## config.mk

```make
export PLATFORM = sky130hd
export DESIGN_NAME = segway_math
export DESIGN_NICKNAME = d
export VERILOG_FILES = /design/src/rtl/segway_math.sv
export SDC_FILE = /design/constraint.sdc
export NUM_CORES = 1
export LEC_CHECK = 0
export BUFFER_PORTS_ARGS = -buffer_cell sky130_fd_sc_hd__clkbuf_2
export CAP_MARGIN = 25
export CORE_MARGIN = 4
export CORE_UTILIZATION = 48
export DETAILED_ROUTE_END_ITERATION = 7
export PLACE_DENSITY = 0.72
export SYNTH_ARGS = -nofsm -noshare
export SYNTH_HDL_FRONTEND = slang
export SYNTH_SLANG_ARGS = --single-unit
```

## constraint.sdc

```tcl
create_clock -name clk -period 10.8 [get_ports clk]
set_input_delay 1.08 -clock clk [delete_from_list [all_inputs] [get_ports clk]]
set_output_delay 1.08 -clock clk [all_outputs]
set_load 0.005 [all_outputs]
```

## src/rtl/segway_math.sv

```systemverilog
// Soft-start scaling, steer mixing, deadzone shaping and saturation to 12-bit wheel speeds.
// One register stage (latency 1 clk); no handshake, so a new input is accepted every cycle.
module segway_math #(
  parameter logic [12:0]        MIN_DUTY        = 13'h0A8,
  parameter logic [7:0]         LOW_TORQUE_BAND = 8'h2A,
  parameter logic [3:0]         GAIN_MULT       = 4'h4,
  parameter logic [11:0]        STEER_MIN       = 12'h200,
  parameter logic [11:0]        STEER_MAX       = 12'hE00,
  parameter logic [11:0]        STEER_CTR       = 12'h7FF,
  parameter logic signed [11:0] TOO_FAST_THR    = 12'sd1536
) (
  input  logic               clk,
  input  logic               rst,
  input  logic signed [11:0] PID_cntrl,
  input  logic [7:0]         ss_tmr,
  input  logic [11:0]        steer_pot,
  input  logic               en_steer,
  input  logic               pwr_up,
  output logic signed [11:0] lft_spd,
  output logic signed [11:0] rght_spd,
  output logic               too_fast
);

  logic signed [20:0] pid_prod;
  logic signed [12:0] pid_ss;
  logic [11:0]        steer_lim;
  logic signed [11:0] steer_s;
  logic signed [13:0] steer_x3;
  logic signed [12:0] steer_scl;
  logic signed [12:0] lft_t, rght_t;
  logic signed [11:0] lft_nxt, rght_nxt;
  logic               fast_nxt;

  // Bits [19:8] of the product equal an arithmetic shift right by 8.
  assign pid_prod = PID_cntrl * $signed({1'b0, ss_tmr});
  assign pid_ss   = {pid_prod[19], pid_prod[19:8]};

  assign steer_lim = (steer_pot < STEER_MIN) ? STEER_MIN :
                     (steer_pot > STEER_MAX) ? STEER_MAX : steer_pot;
  assign steer_s   = $signed(steer_lim - STEER_CTR);
  assign steer_x3  = (14'(steer_s) <<< 1) + 14'(steer_s);
  assign steer_scl = 13'(steer_x3 >>> 4);

  assign lft_t  = en_steer ? pid_ss + steer_scl : pid_ss;
  assign rght_t = en_steer ? pid_ss - steer_scl : pid_ss;

  function automatic logic signed [11:0] shape_sat(input logic signed [12:0] t,
                                                   input logic pwr);
    logic signed [12:0] band;
    logic signed [12:0] shaped;
    band   = $signed({5'd0, LOW_TORQUE_BAND});
    shaped = 13'sd0;
    if (!pwr)
      shaped = 13'sd0;
    else if (t > band)
      shaped = t + $signed(MIN_DUTY);
    else if (t < -band)
      shaped = t - $signed(MIN_DUTY);
    else
      shaped = 13'(t * $signed({9'd0, GAIN_MULT}));
    if (shaped > 13'sd2047)
      return 12'sd2047;
    else if (shaped < -13'sd2048)
      return -12'sd2048;
    else
      return shaped[11:0];
  endfunction

  assign lft_nxt  = shape_sat(lft_t, pwr_up);
  assign rght_nxt = shape_sat(rght_t, pwr_up);
  assign fast_nxt = (lft_nxt > TOO_FAST_THR) || (rght_nxt > TOO_FAST_THR);

  always_ff @(posedge clk) begin
    if (rst) begin
      lft_spd  <= '0;
      rght_spd <= '0;
      too_fast <= 1'b0;
    end else begin
      lft_spd  <= lft_nxt;
      rght_spd <= rght_nxt;
      too_fast <= fast_nxt;
    end
  end

endmodule

```

# == Word-level counts from Yosys, hierarchy flattened ==
# Cells that the tools add are included.
# totals
ff_bits,25
in_bits,36
wordCells,39
# classes
n_addsub,8
mul,1
magnitude_cmp,12
n_mux,14
n_reduce_logical,1
# ops
cell,n
13-bit 2-to-1 mux,8
12-bit 2-to-1 mux,6
"12-bit > comparator, second input constant",3
"13-bit by 9-bit adder with 13-bit output, second input constant",2
"13-bit by 12-bit > comparator with 1-bit output, second input constant",2
"13-bit by 7-bit > comparator with 1-bit output, second input constant",2
"13-bit by 12-bit < comparator with 1-bit output, second input constant",2
"13-bit by 7-bit < comparator with 1-bit output, second input constant",2
"13-bit by 9-bit subtractor with 13-bit output, second input constant",2
12-bit by 9-bit multiplier with 20-bit output,1
13-bit by 12-bit adder with 14-bit output,1
12-bit by 10-bit adder with 13-bit output,1
12-bit by 10-bit subtractor with 13-bit output,1
"12-bit by 10-bit < comparator with 1-bit output, second input constant",1
"12-bit by 11-bit subtractor with 12-bit output, second input constant",1
1-bit logical OR,1

# == Longest topological paths before layout ==
# Gate-level depths: netlist of the first run.
# logic_depth
depth_word,16
depth_mapped,36

# == Least setup slack after synthesis of the first run ==
# No wires, ideal clock.
# synth_timing
kind,input-to-reg
start,input port ss_tmr[0]
end,register too_fast
setup_time_ns,0.132
arrival_time_ns,8.284
t_required_ns,10.668
path_slack_ns,2.384
stages,32
n_path_buf,3
cell_sequence,clkbuf_1 > nand2_1 > inv_1 > fa_1 > inv_1 > fa_1 > inv_1 > fa_1 > inv_1 > fa_1 > inv_1 > ha_1 > buf_2 > a21oi_1 > o211ai_1 > a21o_1 > a21o_1 > a21oi_1 > xor2_1 > inv_1 > ha_1 > clkbuf_1 > a21o_1 > a2111oi_4 > nor3_1 > nand2b_1 > or4b_4 > mux2_4 > a2111oi_2 > o21ai_1 > nor4b_2 > o41ai_2
# synth_between
elab_chain_len,12
word_cells_on_any_way,30
classes_between,6 x add/sub; 1 x mul; 10 x order compare; 12 x mux; 1 x reduce/logical
# synth_rtl
element,line,text
from (decl),15,"input logic [7:0] ss_tmr,"
12-bit by 9-bit multiplier with 20-bit output (*),35,"assign pid_prod = PID_cntrl * $signed({1'b0, ss_tmr});"
12-bit by 10-bit adder with 13-bit output / 12-bit by 10-bit subtractor with 13-bit output (equally long branches),"44, 45",
13-bit 2-to-1 mux (on tied branches),"44, 45",
13-bit by 9-bit subtractor with 13-bit output / 13-bit by 7-bit < comparator with 1-bit output (equally long branches),"58, 57",
13-bit 2-to-1 mux,57,else if (t < -band)
13-bit 2-to-1 mux,55,else if (t > band)
13-bit 2-to-1 mux,53,if (!pwr)
13-bit by 12-bit < comparator with 1-bit output,63,else if (shaped < -13'sd2048)
12-bit 2-to-1 mux,63,
12-bit 2-to-1 mux,61,if (shaped > 13'sd2047)
12-bit > comparator,71,assign fast_nxt = (lft_nxt > TOO_FAST_THR) || (rght_nxt > TOO_FAST_THR);
1-bit logical OR (*),71,
to (signal assigned),81,too_fast <= fast_nxt;
to (decl),21,output logic too_fast
# Mark *: on every way between the ends. The rest lies on a longest branch, timed or not.
# A chain may end at the register's enable or synchronous reset.

# == Final worst setup path of the first run ==
# layout_timing
start,input port ss_tmr[4]
end,register too_fast
# The elaborated chain is that of the path after synthesis.

==> results of run 1 <==
kinds of logic after synthesis:
kind of cell             count (synthesis)  synth area share [%]
AND/OR/NAND/NOR                        342                 22.61
multiplexers                            11                 1.584
flip-flops                              25                 6.338
adder cells (fa/ha/maj)                155                 31.88
buffers and inverters                  165                 8.287
XOR/XNOR                                49                 5.530
AO/OA/AOI/OAI                          259                 23.77
stage by stage:
| stage | instances | setup slack [ps] | cell area (um^2) | hold slack [ps] |
|---|---|---|---|---|
| floorplan | 1006 | 2384 | 7896 | 1304 |
| global placement | 1243 | 1457 | 8285 | 1450 |
| detailed placement | 1243 | 1378 | 8285 | 1452 |
| CTS | 1247 | 1612 | 8368 | 1223 |
| global route | 1247 | 989.9 | 8368 | 1279 |
| finish | 1247 | 1531 | 8368 | 1225 |
critical path, delay by kind of cell:
kind,cells,cell delay [ps]
AO/OA/AOI/OAI,10,3190
adder cells (fa/ha/maj),6,2820
AND/OR/NAND/NOR,5,1290
XOR/XNOR,2,620
buffers and inverters,4,410
worst paths after layout:
check / slack (ps) / start / cells past startpoint / endpoint
hold / removal: 1230 / rst / 2 / rght_spd[0]
setup / recovery: 1530 / ss_tmr[4] / 27 / too_fast
cells in the final DEF, fill, tap and decap left out, types with 31 or more instances in the layout:
cell | Yosys | routed
nand2_1 | 91 | 91
and2_1 | 57 | 57
clkbuf_2 | 0 | 60
nor2_1 | 49 | 49
inv_1 | 125 | 125
a21oi_1 | 73 | 73
fa_1 | 77 | 77
xnor2_1 | 32 | 32
ha_1 | 78 | 78
nand3_1 | 31 | 31
o21ai_0 | 33 | 33
routing by layer:
metal / wire [um] / global-route usage [%] / up-vias
met5: 0 / 0 / -
met4: 323 / 3.751 / 0
met3: 907 / 1.258 / 24
met2: 9040 / 35.75 / 221
met1: 8827 / 28.78 / 3439
li1: - / - / 3569
sequential cells by signal (all words and copies together), names as in the netlist:
signal / cells
too_fast: 1
rght_spd: 12
lft_spd: 12
cell type report:
type                            instances  area [um^2]  share of cell area [%]
Sequential cell                        25        500.5                   5.981
Multi-Input combinational cell        816         6741                   80.56
Inverter                              126        473.0                   5.652
Tap cell                              216        270.3                   3.230
Timing Repair Buffer                   60        300.3                   3.589
Clock buffer                            3        75.07                  0.8971
Clock inverter                          1        7.507                 0.08971
==> impl_metrics.ini, run 1 <==
[outcome]
status = complete, no violations

[synthesis]
yosys-top-cells-area = fa_1 20%, ha_1 12%, dfxtp_1 6.3%, inv_1 5.9%, a21oi_1 4.6%
async_reset_ff_share_pct = 0
yosysWarnings = 0
ys_seq_elements = 25
ys_seq_area_share_pct = 6.338
yosys-top-cells-count = 125 x inv_1, 91 x nand2_1, 78 x ha_1
syn_nets = 1197
ys.flop_type = dfxtp_1
synth_top_area_share_pct = 19.52
synth_top_area_cell = fa_1
syn-cell-area_um2 = 7896
yosysMostFrequentCell = inv_1
synth_edf_count = 0
synthCells = 1006
avgSynthCellArea_um2 = 7.849
ys_types = 95

[floorplanning]
die_w_um = 136.3
io_pins = 61
dieArea_um2 = 18570
rows = 46
core_area_um2 = 16000
die_h_um = 136.3
start_util_pct = 49.35

[detailed_routing]
vias = 7253
wl_um = 19100
post_drt_via_cell_ratio = 5.816
drt_pass1_iterations = 5
first_iter_violations = 446
drc = 0
wire_per_inst_um = 15.32
antenna_left = 0

[clock_tree]
cts_tree = yes
h-tree-depth = 1
cts.sinks = 25
cts_hold_buf = 0
clk_path_buf_depth = 2
cts_setup_buffers = 0
root_buffer = clkbuf_16
cts_buffers = 3
clkTransAtPathRegs_ps = 60
cts_resized = 0

[final_layout]
drive_gt1_share_pct = 10.67
area.growth.synth_to_final_pct = 5.974
final_core_util_pct = 52.30
layout.nets = 1223
n_antenna_cell = 0
nFillCells = 1608

[placed_design]
io_buffers = 60
dp_hpwl_um = 15950
place_congestion = 0.9487

[worst_setup_path]
critical_path_peak_fanout = 12
critPathSlowestCell = o311ai_0
start_kind = input pin
arrival_ps = 9430
cp_data_required_time_ps = 10960
slowest_delay_ps = 640
cp-end-kind = flop
critPathKind = in -> reg
crit_top_cell = fa_1

[hold_path]
hp-class = in -> reg

[global_route]
grt_pass1_wl_um = 32390
antenna_found_initial = 0
grt.overflow.total = 0
first_global_vias = 6888
globalRouteTotalUtil_pct = 20.66
grt_start_max_net_pins = 46

[timing]
max_freq_mhz = 107.9
setup_viol = 0
relSlewSlack_pct = 33.02
hold_viol = 0
final_max_slew_viol_count = 0
worstMarginPinSlew_ps = 1005
finalSetupTns_ps = 0
min_period_ps = 9269
post-route-period-util_pct = 85.82
grt_setup_unrepaired = false

[run]
drv_cap = 0
Power of run 1 is left out: the tool's default activity adds up to more than one toggle a clock period on the data nets, which glitch-free logic cannot reach.
==> run 2, diff against run 1 <==
==> config.mk (replaced) <==
export PLATFORM = sky130hd
export DESIGN_NAME = segway_math
export DESIGN_NICKNAME = d
export VERILOG_FILES = /design/src/rtl/segway_math.sv
export SDC_FILE = /design/constraint.sdc
export NUM_CORES = 1
export LEC_CHECK = 0
export CAP_MARGIN = 25
export CORE_MARGIN = 4
export CORE_UTILIZATION = 48
export DETAILED_ROUTE_END_ITERATION = 7
export DONT_BUFFER_PORTS = 1
export PLACE_DENSITY = 0.69
export SYNTH_ARGS = -nofsm -noshare
export SYNTH_HDL_FRONTEND = slang
export SYNTH_SLANG_ARGS = --single-unit
==> run 2 against run 1 <==
Via count shrank 2.8%. Setup slack improved by 470 ps. Non-clock buffer count decreased by 60. Critical path depth fell by 2. Highest routed layer unchanged.
==> impl_metrics.ini, run 2 (same netlist as run 1, synthesis figures left out) <==
[outcome]
status = complete, no violations

[floorplanning]
die_h_um = 136.3
rows = 46
start_util_pct = 49.35
dieArea_um2 = 18570
die_w_um = 136.3
io_pins = 61
core_area_um2 = 16000

[clock_tree]
cts_setup_buffers = 0
h-tree-depth = 1
cts_resized = 0
clkTransAtPathRegs_ps = 70
cts_hold_buf = 0
clk_path_buf_depth = 2
cts_buffers = 3
cts_tree = yes
root_buffer = clkbuf_16
cts.sinks = 25

[timing]
min_period_ps = 8803
setup_viol = 0
max_freq_mhz = 113.6
finalSetupTns_ps = 0
final_max_slew_viol_count = 0
post-route-period-util_pct = 81.51
worstMarginPinSlew_ps = 873.9
grt_setup_unrepaired = false
relSlewSlack_pct = 41.29
hold_viol = 0

[detailed_routing]
wire_per_inst_um = 16.27
antenna_left = 0
drc = 0
vias = 7047
first_iter_violations = 447
wl_um = 19310
drt_pass1_iterations = 5
post_drt_via_cell_ratio = 5.937

[final_layout]
nFillCells = 1632
area.growth.synth_to_final_pct = 2.171
largestRegisters = lft_spd x12, rght_spd x12, too_fast x1
drive_gt1_share_pct = 5.149
regArea_um2 = 500.5
n_antenna_cell = 0
mostFrequentLayoutCells = 125 x inv_1, 91 x nand2_1, 78 x ha_1
layout.nets = 1163
mostFrequentLayoutCell = inv_1
multiInputGateArea_um2 = 6741

[global_route]
globalRouteTotalUtil_pct = 21.01
antenna_found_initial = 0
grt_pass1_wl_um = 32630
first_global_vias = 6697
grt_start_max_net_pins = 46
grt.overflow.total = 0

[worst_setup_path]
start_kind = input pin
cp_data_required_time_ps = 10990
critPathKind = in -> reg
cp-end-kind = flop
critical_path_peak_fanout = 11
arrival_ps = 8990

[placed_design]
dp_hpwl_um = 16030
io_buffers = 0
place_congestion = 0.9392

[hold_path]
hp-class = in -> reg

[run]
drv_cap = 0
[run 2: path summary, 6_finish.rpt]
| kind | cells after the start | endpoint | slack, ps | from |
|---|---|---|---|---|
| worst max-delay path | 25 | rght_spd[4] | 2000 | PID_cntrl[4] |
| worst min-delay path | 1 | lft_spd[8] | 880 | rst |
[run 2: layer usage]
layer	track usage (%)	vias to the layer above	wire length [um]
met3	1.925	40	972
met2	34.87	221	8930
met4	6.383	0	594
met1	29.03	3340	8816
li1	-	3446	-
met5	0	-	0
[run 2: layout make-up]
type | count | share of cell area, %
inverter | 126 | 5.862
clock inverter | 1 | 0.09305
clock buffer | 3 | 0.9305
multi-input combinational | 816 | 83.56
tap | 216 | 3.350
sequential | 25 | 6.203
[run 2: per-stage QoR]
stage	hold slack [ps]	utilization, %	cells	setup slack, ps	instance area, um^2
after global placement	1153	49.91	1183	1903	7985
after detailed placement	1152	49.91	1183	1831	7985
after global routing	866.8	50.42	1187	1331	8068
after floorplan	1304	-	1006	2384	7896
after CTS	873.7	50.42	1187	2052	8068
final	877.1	50.42	1187	1997	8068
[run 2: critical path, stage by stage]
cell and delay (ps):
and2_1 150, fa_1 560, fa_1 440, fa_1 540, inv_1 50, fa_1 520, inv_1 40, ha_1 400
a21oi_2 280, o21ai_0 150, a21oi_1 310, xor2_1 410, inv_1 120, ha_1 370, or2_2 330, o21a_1 190
o311ai_0 530, nand3_1 350, a2111oi_0 600, o211ai_1 210, o21ai_1 230, a221oi_2 120, a21oi_1 610, o311ai_1 220
a21oi_1 180
Power of run 2 is left out for the same reason.
==> run 3, diff against run 2 <==
--- a/config.mk
+++ b/config.mk
@@ -10,7 +10,7 @@
 export CORE_UTILIZATION = 48
 export DETAILED_ROUTE_END_ITERATION = 7
 export DONT_BUFFER_PORTS = 1
-export PLACE_DENSITY = 0.69
+export PLACE_DENSITY = 0.71
 export SYNTH_ARGS = -nofsm -noshare
 export SYNTH_HDL_FRONTEND = slang
 export SYNTH_SLANG_ARGS = --single-unit
==> constraint.sdc (replaced) <==
create_clock -name clk -period 7.9 [get_ports clk]
set_input_delay 0.79 -clock clk [delete_from_list [all_inputs] [get_ports clk]]
set_output_delay 0.79 -clock clk [all_outputs]
set_load 0.005 [all_outputs]
==> run 3 against run 2 <==
Global-route usage grew 0.53 points. Critical path depth grew 4. Via count grew 3.8%. Core utilization grew 6.1 points. Sequential share of layout area shrank 0.67 points. Setup slack lost 1700 ps. Clock-buffer cell count is the same. Critical endpoint is now too_fast. Highest routed layer unchanged.
==> impl_metrics.ini, run 3 (same netlist as run 1, synthesis figures left out) <==
[outcome]
status = complete, no violations

[floorplanning]
dieArea_um2 = 18570
die_w_um = 136.3
io_pins = 61
rows = 46
start_util_pct = 49.35
die_h_um = 136.3
core_area_um2 = 16000

[final_layout]
multiInputGateArea_um2 = 7067
drive_gt1_share_pct = 17.23
layout.nets = 1248
mostFrequentLayoutCell = inv_1
largestRegisters = lft_spd x12, rght_spd x12, too_fast x1
area.growth.synth_to_final_pct = 14.56
n_antenna_cell = 0
mostFrequentLayoutCells = 123 x inv_1, 90 x nand2_1, 84 x buf_4
regArea_um2 = 500.5
instances_no_fill = 1272
nFillCells = 1546

[clock_tree]
cts.sinks = 25
clk_path_buf_depth = 2
cts_hold_buf = 0
cts_buffers = 3
h-tree-depth = 1
cts_tree = yes
root_buffer = clkbuf_16
clkTransAtPathRegs_ps = 60

[timing]
finalHoldWorstSlack_ps = 594.0
min_period_ps = 7571
final_max_slew_viol_count = 0
worstMarginPinSlew_ps = 733.7
hold_viol = 0
post-route-period-util_pct = 95.84
max_freq_mhz = 132.1
relSlewSlack_pct = 49.82
setup_viol = 0

[detailed_routing]
post_drt_via_cell_ratio = 5.749
wl_um = 19990
antenna_left = 0
vias = 7313
wire_per_inst_um = 15.72
first_iter_violations = 378
drt_pass1_iterations = 5
drc = 0

[global_route]
grt_start_max_net_pins = 46
globalRouteTotalUtil_pct = 21.53
first_global_vias = 7232
grt_pass1_wl_um = 33410
grt.overflow.total = 0
antenna_found_initial = 0

[worst_setup_path]
critPathKind = in -> reg
start_kind = input pin
critical_path_peak_fanout = 12
arrival_ps = 7710
critPathSlowestCell = fa_1
slowest_delay_ps = 580
crit_top_cell = fa_1
cp-end-kind = flop
cp_data_required_time_ps = 8040

[placed_design]
place_congestion = 0.9174
io_buffers = 0
dp_hpwl_um = 16750
dpl.cell_count = 1260

[hold_path]
hold_path_depth = 1
hp-class = in -> reg
hold_start = rst
min_to = rght_spd[0]

[run]
drv_cap = 0
## run 3: through the flow
stage          util (%)  setup WS (ps)  area, um^2  TNS, ps
2_1_floorplan         -          13.07        8045        0
3_3_place_gp      54.28          10.94        8685        0
3_5_place_dp      54.28         -167.1        8685   -919.0
4_1_cts           54.79          100.5        8767        0
5_1_grt           56.54         -34.28        9046   -88.07
6_report          56.54          328.7        9046        0
## run 3: layout make-up
cell class	instances	share of cell area, %
multi-input cells	816	78.12
repair buffers	85	7.192
flip-flops and latches	25	5.533
inverters	126	5.256
well taps	216	2.988
clock buffers	3	0.8299
clock inverters	1	0.08299
## run 3: timing repair
action                                  CTS  global route
setup buffers                             0             8
resized for setup                         0            46
endpoints found under the setup margin    0            24
## run 3: how the worst max path moves through the flow
stage | from | to | slack [ps]
final | ss_tmr[2] | too_fast | 330
after global placement | PID_cntrl[1] | lft_spd[6] | 10
after detailed placement | PID_cntrl[1] | lft_spd[6] | -170
after CTS | PID_cntrl[1] | lft_spd[6] | 100
after global routing | PID_cntrl[1] | rght_spd[4] | -30
after floorplan | ss_tmr[5] | too_fast | 10
## run 3: metal layers
layer  routed length [um]  up-vias  track usage, %
met4                  579        0           6.271
met5                    0        -               0
li1                     -     3615               -
met2                 9644      193           37.09
met3                  888       40           2.110
met1                 8879     3465           28.66
## run 3: critical path, delay by kind of cell
family,cells,cell delay [ps]
mux,2,590
compound gates,9,1600
xor+xnor,1,190
buf+inv,4,340
simple gates,6,1310
fa+ha+maj,7,2860
Power of run 3 is left out for the same reason.
